File: config.mk
export PLATFORM = sky130hd
export DESIGN_NAME = ssd_scan_timer
export DESIGN_NICKNAME = d
export VERILOG_FILES = /design/src/rtl/ssd_pkg.sv /design/src/rtl/ssd_decoder.sv /design/src/rtl/ssd_scan_timer.sv
export SDC_FILE = /design/constraint.sdc
export NUM_CORES = 1
export LEC_CHECK = 0
export CAP_MARGIN = 20
export CORE_MARGIN = 5
export CORE_UTILIZATION = 35
export CTS_CLUSTER_DIAMETER = 200
export DETAILED_ROUTE_END_ITERATION = 10
export GPL_TIMING_DRIVEN = 0
export MAX_ROUTING_LAYER = met4
export PLACE_DENSITY = 0.5
export SLEW_MARGIN = 0
export SYNTH_ARGS = -nofsm -noshare
export SYNTH_HDL_FRONTEND = slang
export SYNTH_HIERARCHICAL = 1
export SYNTH_SLANG_ARGS = --single-unit
File: constraint.sdc
create_clock -name clock -period 4.57 [get_ports clock]
set_input_delay 0.914 -clock clock [delete_from_list [all_inputs] [get_ports clock]]
set_output_delay 0.914 -clock clock [all_outputs]
set_load 0.05 [all_outputs]
File: src/rtl/ssd_pkg.sv
`default_nettype none
// ============================================================================
// Module      : ssd_pkg
// Description : Shared types, seven-segment patterns (active-low, bit0 = a,
//               bit6 = g) and a constant helper that turns a binary value into
//               packed BCD for terminal-count compares.
// Revision    : 1.0 - initial release
// ============================================================================
package ssd_pkg;

  typedef logic [3:0] bcd_digit_t;

  localparam logic [6:0] SEG_0     = 7'b1000000;
  localparam logic [6:0] SEG_1     = 7'b1111001;
  localparam logic [6:0] SEG_2     = 7'b0100100;
  localparam logic [6:0] SEG_3     = 7'b0110000;
  localparam logic [6:0] SEG_4     = 7'b0011001;
  localparam logic [6:0] SEG_5     = 7'b0010010;
  localparam logic [6:0] SEG_6     = 7'b0000010;
  localparam logic [6:0] SEG_7     = 7'b1111000;
  localparam logic [6:0] SEG_8     = 7'b0000000;
  localparam logic [6:0] SEG_9     = 7'b0010000;
  localparam logic [6:0] SEG_BLANK = 7'b1111111;

  // Converts a binary value (< 10^8) into eight packed BCD digits.
  function automatic logic [31:0] mod_to_bcd(input int value);
    int          v;
    logic [31:0] r;
    v = value;
    r = '0;
    for (int i = 0; i < 8; i++) begin
      r[4*i +: 4] = 4'(v % 10);
      v           = v / 10;
    end
    return r;
  endfunction

endpackage
`default_nettype wire

File: src/rtl/ssd_decoder.sv
`default_nettype none
// ============================================================================
// Module      : ssd_decoder
// Description : BCD digit plus blank flag to active-low seven-segment pattern.
//               Codes above 9 show blank.
// Revision    : 1.0 - initial release
// ============================================================================
module ssd_decoder
  import ssd_pkg::*;
(
  input  bcd_digit_t digit,
  input  logic       blank,
  output logic [6:0] seg
);

  // Pattern lookup; blank request overrides the digit value.
  always_comb begin
    seg = SEG_BLANK;
    if (!blank) begin
      case (digit)
        4'd0:    seg = SEG_0;
        4'd1:    seg = SEG_1;
        4'd2:    seg = SEG_2;
        4'd3:    seg = SEG_3;
        4'd4:    seg = SEG_4;
        4'd5:    seg = SEG_5;
        4'd6:    seg = SEG_6;
        4'd7:    seg = SEG_7;
        4'd8:    seg = SEG_8;
        4'd9:    seg = SEG_9;
        default: seg = SEG_BLANK;
      endcase
    end
  end

endmodule
`default_nettype wire

File: src/rtl/ssd_scan_timer.sv
`default_nettype none
// ============================================================================
// Module      : ssd_scan_timer
// Description : Parametrised multi-digit BCD up/down timer with run/stop,
//               clear, wrap pulse and a time-multiplexed seven-segment driver.
//               Optional macro SSD_LZB_EN enables leading-zero blanking of the
//               displayed digits (the bcd output is never affected).
// Revision    : 1.0 - initial release
// ============================================================================
module ssd_scan_timer
  import ssd_pkg::*;
#(
  parameter int CLK_HZ     = 100_000_000,
  parameter int TICK_DIV   = 100_000_000,
  parameter int SCAN_DIV   = 200_000,
  parameter int NUM_DIGITS = 2,
  parameter int MOD        = 60
) (
  input  logic                    clock,
  input  logic                    reset,
  input  logic                    run,
  input  logic                    clear,
  input  logic                    up_down,
  output logic [NUM_DIGITS-1:0]   A,
  output logic [6:0]              C,
  output logic [4*NUM_DIGITS-1:0] bcd,
  output logic                    wrap
);

  localparam int PRE_W = $clog2(TICK_DIV);
  localparam int SDV_W = $clog2(SCAN_DIV);
  localparam int IDX_W = (NUM_DIGITS > 1) ? $clog2(NUM_DIGITS) : 1;

  localparam logic [PRE_W-1:0]        PRE_LAST = PRE_W'(TICK_DIV - 1);
  localparam logic [SDV_W-1:0]        SDV_LAST = SDV_W'(SCAN_DIV - 1);
  localparam logic [IDX_W-1:0]        IDX_LAST = IDX_W'(NUM_DIGITS - 1);
  localparam logic [31:0]             MAX_ALL  = mod_to_bcd(MOD - 1);
  localparam logic [4*NUM_DIGITS-1:0] MAX_BCD  = MAX_ALL[4*NUM_DIGITS-1:0];

  // Reject parameter sets the counters cannot represent.
  if (CLK_HZ < 1 || TICK_DIV < 2 || SCAN_DIV < 2 || NUM_DIGITS < 1 ||
      NUM_DIGITS > 8 || MOD < 2 || MOD > 10 ** NUM_DIGITS) begin : g_param_check
    $error("ssd_scan_timer: illegal parameter combination");
  end

  logic [PRE_W-1:0]        pre_q,  pre_d;
  logic [SDV_W-1:0]        sdiv_q, sdiv_d;
  logic [IDX_W-1:0]        idx_q,  idx_d;
  logic [4*NUM_DIGITS-1:0] bcd_q,  bcd_d;
  logic                    wrap_q, wrap_d;
  logic [NUM_DIGITS-1:0]   a_q,    a_d;
  logic [6:0]              c_q,    c_d;

  logic                    tick;
  logic [4*NUM_DIGITS-1:0] cnt_up, cnt_dn;
  logic [NUM_DIGITS-1:0]   lzb;
  bcd_digit_t              digit_sel;
  logic                    blank_sel;
  logic [6:0]              seg_w;

  // Prescaler: advances only while running; clear forces it back to zero.
  always_comb begin
    tick  = run && !clear && (pre_q == PRE_LAST);
    pre_d = pre_q;
    if (clear) begin
      pre_d = '0;
    end else if (run) begin
      pre_d = (pre_q == PRE_LAST) ? '0 : pre_q + PRE_W'(1);
    end
  end

  // Per-digit ripple increment/decrement, then terminal wrap and clear priority.
  always_comb begin : p_count_next
    logic carry;
    logic borrow;
    carry  = 1'b1;
    borrow = 1'b1;
    cnt_up = bcd_q;
    cnt_dn = bcd_q;
    for (int i = 0; i < NUM_DIGITS; i++) begin
      if (carry) begin
        if (bcd_q[4*i +: 4] == 4'd9) begin
          cnt_up[4*i +: 4] = 4'd0;
        end else begin
          cnt_up[4*i +: 4] = bcd_q[4*i +: 4] + 4'd1;
          carry            = 1'b0;
        end
      end
      if (borrow) begin
        if (bcd_q[4*i +: 4] == 4'd0) begin
          cnt_dn[4*i +: 4] = 4'd9;
        end else begin
          cnt_dn[4*i +: 4] = bcd_q[4*i +: 4] - 4'd1;
          borrow           = 1'b0;
        end
      end
    end

    bcd_d  = bcd_q;
    wrap_d = 1'b0;
    if (clear) begin
      bcd_d = '0;
    end else if (tick) begin
      if (up_down) begin
        if (bcd_q == MAX_BCD) begin
          bcd_d  = '0;
          wrap_d = 1'b1;
        end else begin
          bcd_d = cnt_up;
        end
      end else begin
        if (bcd_q == '0) begin
          bcd_d  = MAX_BCD;
          wrap_d = 1'b1;
        end else begin
          bcd_d = cnt_dn;
        end
      end
    end
  end

  // Free-running scan divider stepping the digit index.
  always_comb begin
    sdiv_d = sdiv_q + SDV_W'(1);
    idx_d  = idx_q;
    if (sdiv_q == SDV_LAST) begin
      sdiv_d = '0;
      idx_d  = (idx_q == IDX_LAST) ? '0 : idx_q + IDX_W'(1);
    end
  end

`ifdef SSD_LZB_EN
  // A digit above position 0 blanks when it and every higher digit are zero.
  always_comb begin : p_lzb
    logic zero_above;
    zero_above = 1'b1;
    lzb        = '0;
    for (int i = NUM_DIGITS - 1; i > 0; i--) begin
      zero_above = zero_above && (bcd_q[4*i +: 4] == 4'd0);
      lzb[i]     = zero_above;
    end
  end
`else
  assign lzb = '0;
`endif

  // Digit mux and anode pattern for the currently scanned position.
  always_comb begin
    digit_sel = '0;
    blank_sel = 1'b0;
    a_d       = '1;
    for (int i = 0; i < NUM_DIGITS; i++) begin
      if (idx_q == IDX_W'(i)) begin
        digit_sel = bcd_q[4*i +: 4];
        blank_sel = lzb[i];
        a_d[i]    = 1'b0;
      end
    end
    c_d = seg_w;
  end

  ssd_decoder u_decoder (
    .digit (digit_sel),
    .blank (blank_sel),
    .seg   (seg_w)
  );

  // State and output registers; anode and segments share one edge.
  always_ff @(posedge clock) begin
    if (reset) begin
      pre_q  <= '0;
      sdiv_q <= '0;
      idx_q  <= '0;
      bcd_q  <= '0;
      wrap_q <= 1'b0;
      a_q    <= '1;
      c_q    <= SEG_BLANK;
    end else begin
      pre_q  <= pre_d;
      sdiv_q <= sdiv_d;
      idx_q  <= idx_d;
      bcd_q  <= bcd_d;
      wrap_q <= wrap_d;
      a_q    <= a_d;
      c_q    <= c_d;
    end
  end

  assign A    = a_q;
  assign C    = c_q;
  assign bcd  = bcd_q;
  assign wrap = wrap_q;

endmodule
`default_nettype wire

# Yosys cells after proc, flatten, opt, wreduce, memory -nomap -nowiden
# Memory sizes are Yosys's and may differ from the RTL's. A register that Yosys moved wholly into a read port is not among the register bits.
# Cells that the tools add are included.
dict set report classes {
  n_addsub 7
  eq_ne 6
  reduce_logical 11
  n_mux 19
  bitwise 1
}
# cell count
set op_table {}
lappend op_table {{$mux W4} 7}
lappend op_table {{$add A27 B1 Y27 const B} 1}
lappend op_table {{$eq A27 B27 Y1 const B} 1}
lappend op_table {{$mux W27} 1}
lappend op_table {{$mux W8} 3}
lappend op_table {{$add A18 B1 Y18 const B} 1}
lappend op_table {{$eq A18 B18 Y1 const B} 1}
lappend op_table {{$add A4 B1 Y4 const B} 2}
lappend op_table {{$eq A4 B4 Y1 const B} 2}
lappend op_table {{$eq A8 B7 Y1 const B} 1}
lappend op_table {{$logic_not A4 Y1} 2}
lappend op_table {{$logic_not A8 Y1} 1}
lappend op_table {{$mux W1} 8}
lappend op_table {{$sub A4 B1 Y4 const B} 2}
lappend op_table {{$reduce_or A2 Y1} 2}
lappend op_table {{$ne A3 B1 Y1 const B} 1}
lappend op_table {{$reduce_and A3 Y1} 1}
lappend op_table {{$reduce_bool A3 Y1} 1}
lappend op_table {{$reduce_or A3 Y1} 1}
lappend op_table {{$logic_and A1 B1 Y1} 2}
lappend op_table {{$add A1 B1 Y1 const B} 1}
lappend op_table {{$logic_not A1 Y1} 1}
lappend op_table {{$not A1 Y1} 1}
dict set report totals {
  inputBits 5
  register_bits 57
  mem_count 1
  output_inout_bits 18
  romBits 112
  elab_cells 52
}
# name depth word_bits read_ports rd_ports_with_merged_regs wr line
set memory_table {}
lappend memory_table {{(name not given)} 16 7 1 1 0 ssd_decoder.sv:20} ;# case (digit)

# Logic depth before layout (Yosys ltp)
# Gate-level depths: netlist of the first run.
dict set report depth {
  ltp_word 5
  ltp_mapped 9
  depth_no_buf 7
}

# Cells and area by module
# The synthesis of the first run kept the hierarchy.
# module cells_per_inst instances area_each_um2 seq_area_each_um2
set modules_own_cells {}
lappend modules_own_cells {ssd_scan_timer 356 1 3027.9 1281.2}
lappend modules_own_cells {ssd_decoder 33 1 236.5 0.0}

# Least setup slack after synthesis of the first run
# No wires, ideal clock.
dict set report synth_timing {
  path_kind {input port to flip-flop}
  start {in run}
  end {reg pre_q[8]}
  stages 8
  t_arrival_ns 2.268
  path_buffers 3
  required_ns 4.455
  slack_ns 2.187
  setup_ns 0.115
  cell_sequence {and3_1 buf_4 nand4_2 or4_1 clkbuf_1 nand2_2 buf_4 nor2_1}
}
# item line
set synth_lines {}
lappend synth_lines {{start: declaration} ssd_scan_timer.sv:21} ;# input logic run,
lappend synth_lines {{end signal: assignment} ssd_scan_timer.sv:179} ;# pre_q <= pre_d;
lappend synth_lines {{end: declaration} ssd_scan_timer.sv:46} ;# logic [PRE_W-1:0] pre_q, pre_d;

==> results of run 1 <==
cell families after synthesis:
logic type,share of synthesized area [%]
buf+inv,4.25
compound gates,7.82
mux,1.30
simple gates,31.7
flops,39.2
xor+xnor,12.9
fa+ha+maj,2.68
other cells,0.115
per-layer routing:
metal  vias to the layer above  part of all wire, %  wire length, um
met2                        34                   42             2820
met3                         6                  4.2              283
met5                         -                    0                0
met1                      1259                   53             3600
li1                       1410                    -                -
met4                         0                 0.99               67
registers in the layout, indices dropped and copies added (netlist names):
register and count:
pre_q 27, wrap 1, A 2, bcd 8, idx_q 1, sdiv_q 18
C 7
Yosys cell counts (2+ instances only):
| master | count |
|---|---|
| a211oi_1 | 3 |
| a21oi_1 | 11 |
| a31oi_1 | 2 |
| and3_1 | 9 |
| and4_1 | 5 |
| buf_2 | 3 |
| buf_4 | 3 |
| clkbuf_1 | 14 |
| dfxtp_1 | 64 |
| ha_1 | 7 |
| inv_1 | 9 |
| mux2_2 | 2 |
| mux2i_1 | 2 |
| nand2_1 | 19 |
| nand2b_1 | 8 |
| nand3_1 | 21 |
| nand3b_1 | 4 |
| nand4_1 | 8 |
| nor2_1 | 64 |
| nor3_1 | 14 |
| nor4_1 | 12 |
| nor4b_1 | 2 |
| o2111ai_1 | 2 |
| o21ai_0 | 12 |
| or2_2 | 10 |
| or4_1 | 2 |
| xnor2_1 | 30 |
| xor2_1 | 18 |
layout make-up:
cell class              count  area share (%)
clock inverters             6            2.39
flip-flops and latches     64            33.1
multi-input cells         300            48.2
repair buffers             22            5.68
plain buffers              22            2.71
inverters                   9           0.872
clock buffers              10            3.55
well taps                 111            3.58
per-stage QoR:
stage	hold slack (ns)	instance area [um^2]
floorplan	0.441	3290
global placement	0.464	3650
detailed placement	0.471	3650
CTS	0.486	3880
global route	0.507	3880
finish	0.479	3880
critical path: cells and delay by family:
family        cells  cell delay (ns)
buf+inv           4             1.07
simple gates      5             1.08
power by group through the flow:
| stage | sequential, mW | clock [mW] | combinational, mW |
|---|---|---|---|
| floorplan | 0.592 | 0 | 0.0245 |
| global placement | 0.580 | 0 | 0.0538 |
| detailed placement | 0.580 | 0 | 0.0540 |
| CTS | 0.567 | 0.575 | 0.0541 |
| global route | 0.568 | 0.601 | 0.0586 |
| finish | 0.567 | 0.559 | 0.0533 |
worst min path at each step:
stage / startpoint / endpoint / slack (ns)
global placement: sdiv_q[0] / sdiv_q[0] / 0.46
floorplan: sdiv_q[0] / sdiv_q[0] / 0.44
global route: sdiv_q[0] / sdiv_q[0] / 0.51
CTS: sdiv_q[0] / sdiv_q[0] / 0.49
finish: sdiv_q[0] / sdiv_q[0] / 0.48
detailed placement: sdiv_q[0] / sdiv_q[0] / 0.47
==> flow_metrics.tcl, run 1 <==
set metrics [dict create \
    outcome "completed" \
    synth_top_area_share_pct 39.2 \
    ir_drop_mv 0.148 \
    power.share.clock_pct 47.4 \
    p_comb_share_pct 4.5 \
    intPower_mw 0.907 \
    use_met2_pct 18.7 \
    crit_start "run" \
    finalSetupTns_ns 0 \
    maxSlewHeadroom_pct 33.5 \
    dr.pass1.iters 4 \
    yosys.area.top_type "dfxtp_1" \
    rrSetupSlack_ns 2.15 \
    seq_area_mm2 0.00128 \
    crit_required_ns 4.80 \
    initial_core_util_pct 35.7 \
    syn_area_per_cell_um2 8.39 \
    yosysWarnings 6 \
    drive_gt1_share_pct 10.6 \
    p_leak_nw 1.30 \
    die_area_mm2 0.0114 \
    clk_transition_reported_paths_ns 0.07 \
    drt-total-wl_um 6780 \
    arrival_ns 3.08 \
    setup_viol 0 \
    yosysUniqueCellTypes 57 \
    layoutNonFillerInstCount 544 \
    ys_top_cells_by_area "dfxtp_1, xnor2_1, nor2_1, xor2_1, nand3_1" \
    postCtsSetupRepairBufs 0 \
    period_needed_ns 2.85 \
    drtIter0Drc 80 \
    netSwitchingPower_mw 0.272 \
    post-route-period-util_pct 62.4 \
    setup.worst_path.start_class "primary input" \
    grt_start_max_net_pins 13 \
    drc 0 \
    antenna_left 0 \
    vias 2709 \
    min_path_type "reg2reg" \
    area_delta_synth_final_pct 18.7 \
    gr-usage-met3_pct 4.21 \
    switching_share_pct 23.1 \
    syn_area_mm2 0.00326 \
    antenna_found_initial 0 \
    r2r_cells 7 \
    cts_made_buffers 9 \
    n_antenna_cell 0 \
    crit_fanout 10 \
    end_kind "flip-flop" \
    place_congestion 0.770 \
    critical_path.max_stage_delay_ns 0.55 \
    skew_ns 0.0144 \
    grt_pass1_vias 2524 \
    synth_cells 389 \
    setup.worst_path.class "in2reg" \
    cap_violations 0 \
    hold_depth 1 \
    cts_resized 0 \
    vias_per_cell 4.98 \
    powerDensity_mw_per_mm2 304 \
    cts_tree "yes" \
    fmaxAchievable_ghz 0.351 \
    crit_chain "clkdlybuf4s50_1, and3_1, buf_4, nand4_2, or4_1, clkbuf_1, nand2_2, buf_4, nor2_1" \
    r2r-end "C[3]" \
    synthArstFlopShare_pct 0 \
    crit_path_top_delay_cell "clkdlybuf4s50_1" \
    place_ws_ns 1.33 \
    crit_end "pre_q[8]" \
    final_cell_mix "dfxtp_1, nor2_1, xnor2_1, clkdlybuf4s50_1, nand3_1" \
    clock_latency_ns 0.34 \
    wl_per_cell_um 12.5 \
    dp_cells 528 \
    multi_input_area_mm2 0.00187 \
    ys_seq_area_share_pct 39.2 \
    numPortBuffers 22 \
    layout_setup_ws_ns 1.72 \
    chipHeight_um 107 \
    fillers 968 \
    seq_power_share_pct 48.1 \
    fin_util_pct 42.4 \
    pin_count 23 \
    rsz0062_at_grt "false" \
    grt-ovfl-total 0 \
    worst_pin_slew_ns 0.987 \
    clockRootBuffer "clkbuf_8" \
    cts_buffer_depth 2 \
    grt_usage_pct 12.9 \
    post-dp-hpwl_um 4840 \
    grt_pass1_wl_um 11800 \
    worstReg2RegStart "bcd[2]" \
    use_met1_pct 17.2 \
    ys_ff_latch 64 \
    busiest_layer "met2" \
    ys.flop_type "dfxtp_1" \
    core_area_mm2 0.00915 \
    crit_top_cell "buf_4" \
    htreeDepth 3 \
    postCtsHoldBufs 0 \
    clock_sinks 64 \
    num_rows 35 \
    p_total_mw 1.18 \
    drv_slew 0 \
    hold_viol 0 \
    final_nets 440 \
    die_x_um 107 \
    synth-edff-count 0 \
]
Power figures use the tool's default switching activity.
==> inputs of run 2 (changes only) <==
PLACE_DENSITY = 0.52   (was 0.5)
clock period = 2.6 ns   (was 4.57 ns; I/O delays follow)
==> flow_metrics.tcl, run 2 (synthesized netlist as in run 1, its figures left out) <==
set metrics [dict create \
    outcome "completed" \
    n_antenna_cell 0 \
    worst_pin_slew_ns 0.623 \
    p_total_mw 1.90 \
    drv_slew 0 \
    postCtsHoldBufs 0 \
    post-route-period-util_pct 94.2 \
    hold_start "sdiv_q[0]" \
    crit_fanout 10 \
    vias_per_cell 4.89 \
    antenna_found_initial 0 \
    rsz0062_at_grt "false" \
    clockRootBuffer "clkbuf_8" \
    crit_top_cell "buf_4" \
    timing.critical_path.max_delay_family "buffers and inverters" \
    drt-total-wl_um 6570 \
    final_cell_mix "dfxtp_1, nor2_1, xnor2_1, clkdlybuf4s50_1, nand3_1" \
    fmaxAchievable_ghz 0.408 \
    multi_input_area_mm2 0.00187 \
    skew_ns 0.0102 \
    area_delta_synth_final_pct 17.4 \
    placed_cell_area_mm2 0.00365 \
    cap_violations 0 \
    postCtsSetupRepairBufs 0 \
    seq_area_mm2 0.00128 \
    grt-ovfl-total 0 \
    hold_viol 0 \
    clk_transition_reported_paths_ns 0.06 \
    cts_buffer_depth 2 \
    maxSlewHeadroom_pct 58.1 \
    drtIter0Drc 72 \
    crit_path_top_delay_cell "clkdlybuf4s50_1" \
    fillers 953 \
    post-dp-hpwl_um 4740 \
    chipHeight_um 107 \
    largest_register_ffs 27 \
    rrSetupSlack_ns 0.37 \
    layout_setup_ws_ns 0.150 \
    p_leak_nw 1.29 \
    initial_core_util_pct 35.7 \
    critical_path.max_stage_delay_ns 0.56 \
    cts_made_buffers 9 \
    setup_viol 0 \
    cts_resized 0 \
    arrival_ns 2.67 \
    fin_area_mm2 0.00383 \
    clock_sinks 64 \
    num_rows 35 \
    grt_usage_pct 13.0 \
    ir_drop_mv 0.176 \
    core_area_mm2 0.00915 \
    grt_start_max_net_pins 11 \
    drc 0 \
    numPortBuffers 22 \
    crit_required_ns 2.82 \
    antenna_left 0 \
    crit_chain "clkdlybuf4s50_1, and3_1, buf_4, nand4_2, or4_1, clkbuf_1, nand2_4, buf_4, nor2_1" \
    drive_gt1_share_pct 9.93 \
    setup.worst_path.start_class "primary input" \
    hold_end "sdiv_q[0]" \
    r2r-end "pre_q[16]" \
    powerDensity_mw_per_mm2 497 \
    end_kind "flip-flop" \
    worstReg2RegStart "pre_q[0]" \
    crit_start "run" \
    clock_latency_ns 0.33 \
    vias 2660 \
    largest_register "pre_q" \
    r2r_cells 9 \
    pin_count 23 \
    grt_pass1_vias 2544 \
    fin_util_pct 41.9 \
    timing.hold.ws_ns 0.482 \
    place_congestion 0.789 \
    grt_pass1_wl_um 11700 \
    cts_tree "yes" \
    htreeDepth 3 \
    place_ws_ns -0.262 \
    hold_depth 1 \
    path_buf_inv 4 \
    die_area_mm2 0.0114 \
    setup.worst_path.class "in2reg" \
    die_x_um 107 \
    min_path_type "reg2reg" \
    period_needed_ns 2.45 \
    wl_per_cell_um 12.1 \
    dr.pass1.iters 5 \
    final_nets 440 \
]
==> run 2: cell types whose count changed in the layout (fill, tap and decap cells not counted), sizes merged <==
cell and delta:
clkbuf +2, clkinv +1, clkinvlp -2, bufinv -1
==> run 2: worst max-delay path by stage <==
stage | slack [ns] | endpoint | cells after the start
2_1_floorplan | 0.26 | C[3] | 7
3_3_place_gp | -0.25 | pre_q[26] | 9
3_5_place_dp | -0.26 | pre_q[16] | 9
4_1_cts | 0.09 | pre_q[16] | 9
5_1_grt | 0.02 | pre_q[16] | 9
6_report | 0.15 | pre_q[16] | 9
==> run 2: layout make-up <==
type	instances	area share, %
clock inverters	4	1.18
inverters	9	0.882
repair buffers	22	5.75
well taps	111	3.63
multi-input cells	300	48.9
plain buffers	22	2.74
clock buffers	12	3.53
flip-flops and latches	64	33.4
==> run 2: metal layers <==
metal  vias to the layer above  track usage (%)  share of wire, %
met4                         0             5.30               2.0
met3                        10             3.37               3.9
met2                        40             19.3                43
met5                         -                -                 0
met1                      1201             16.8                51
li1                       1409                -                 -
==> run 2: metrics by stage <==
step | TNS (ns) | instances
finish | 0 | 544
global route | 0 | 544
CTS | 0 | 544
detailed placement | -5.52 | 528
global placement | -5.39 | 528
floorplan | 0 | 395
==> run 2: power by group <==
group	internal, mW	switching [mW]	total (mW)
registers	0.991	0.00643	0.997
logic	0.0354	0.0598	0.0952
clock network	0.440	0.373	0.813
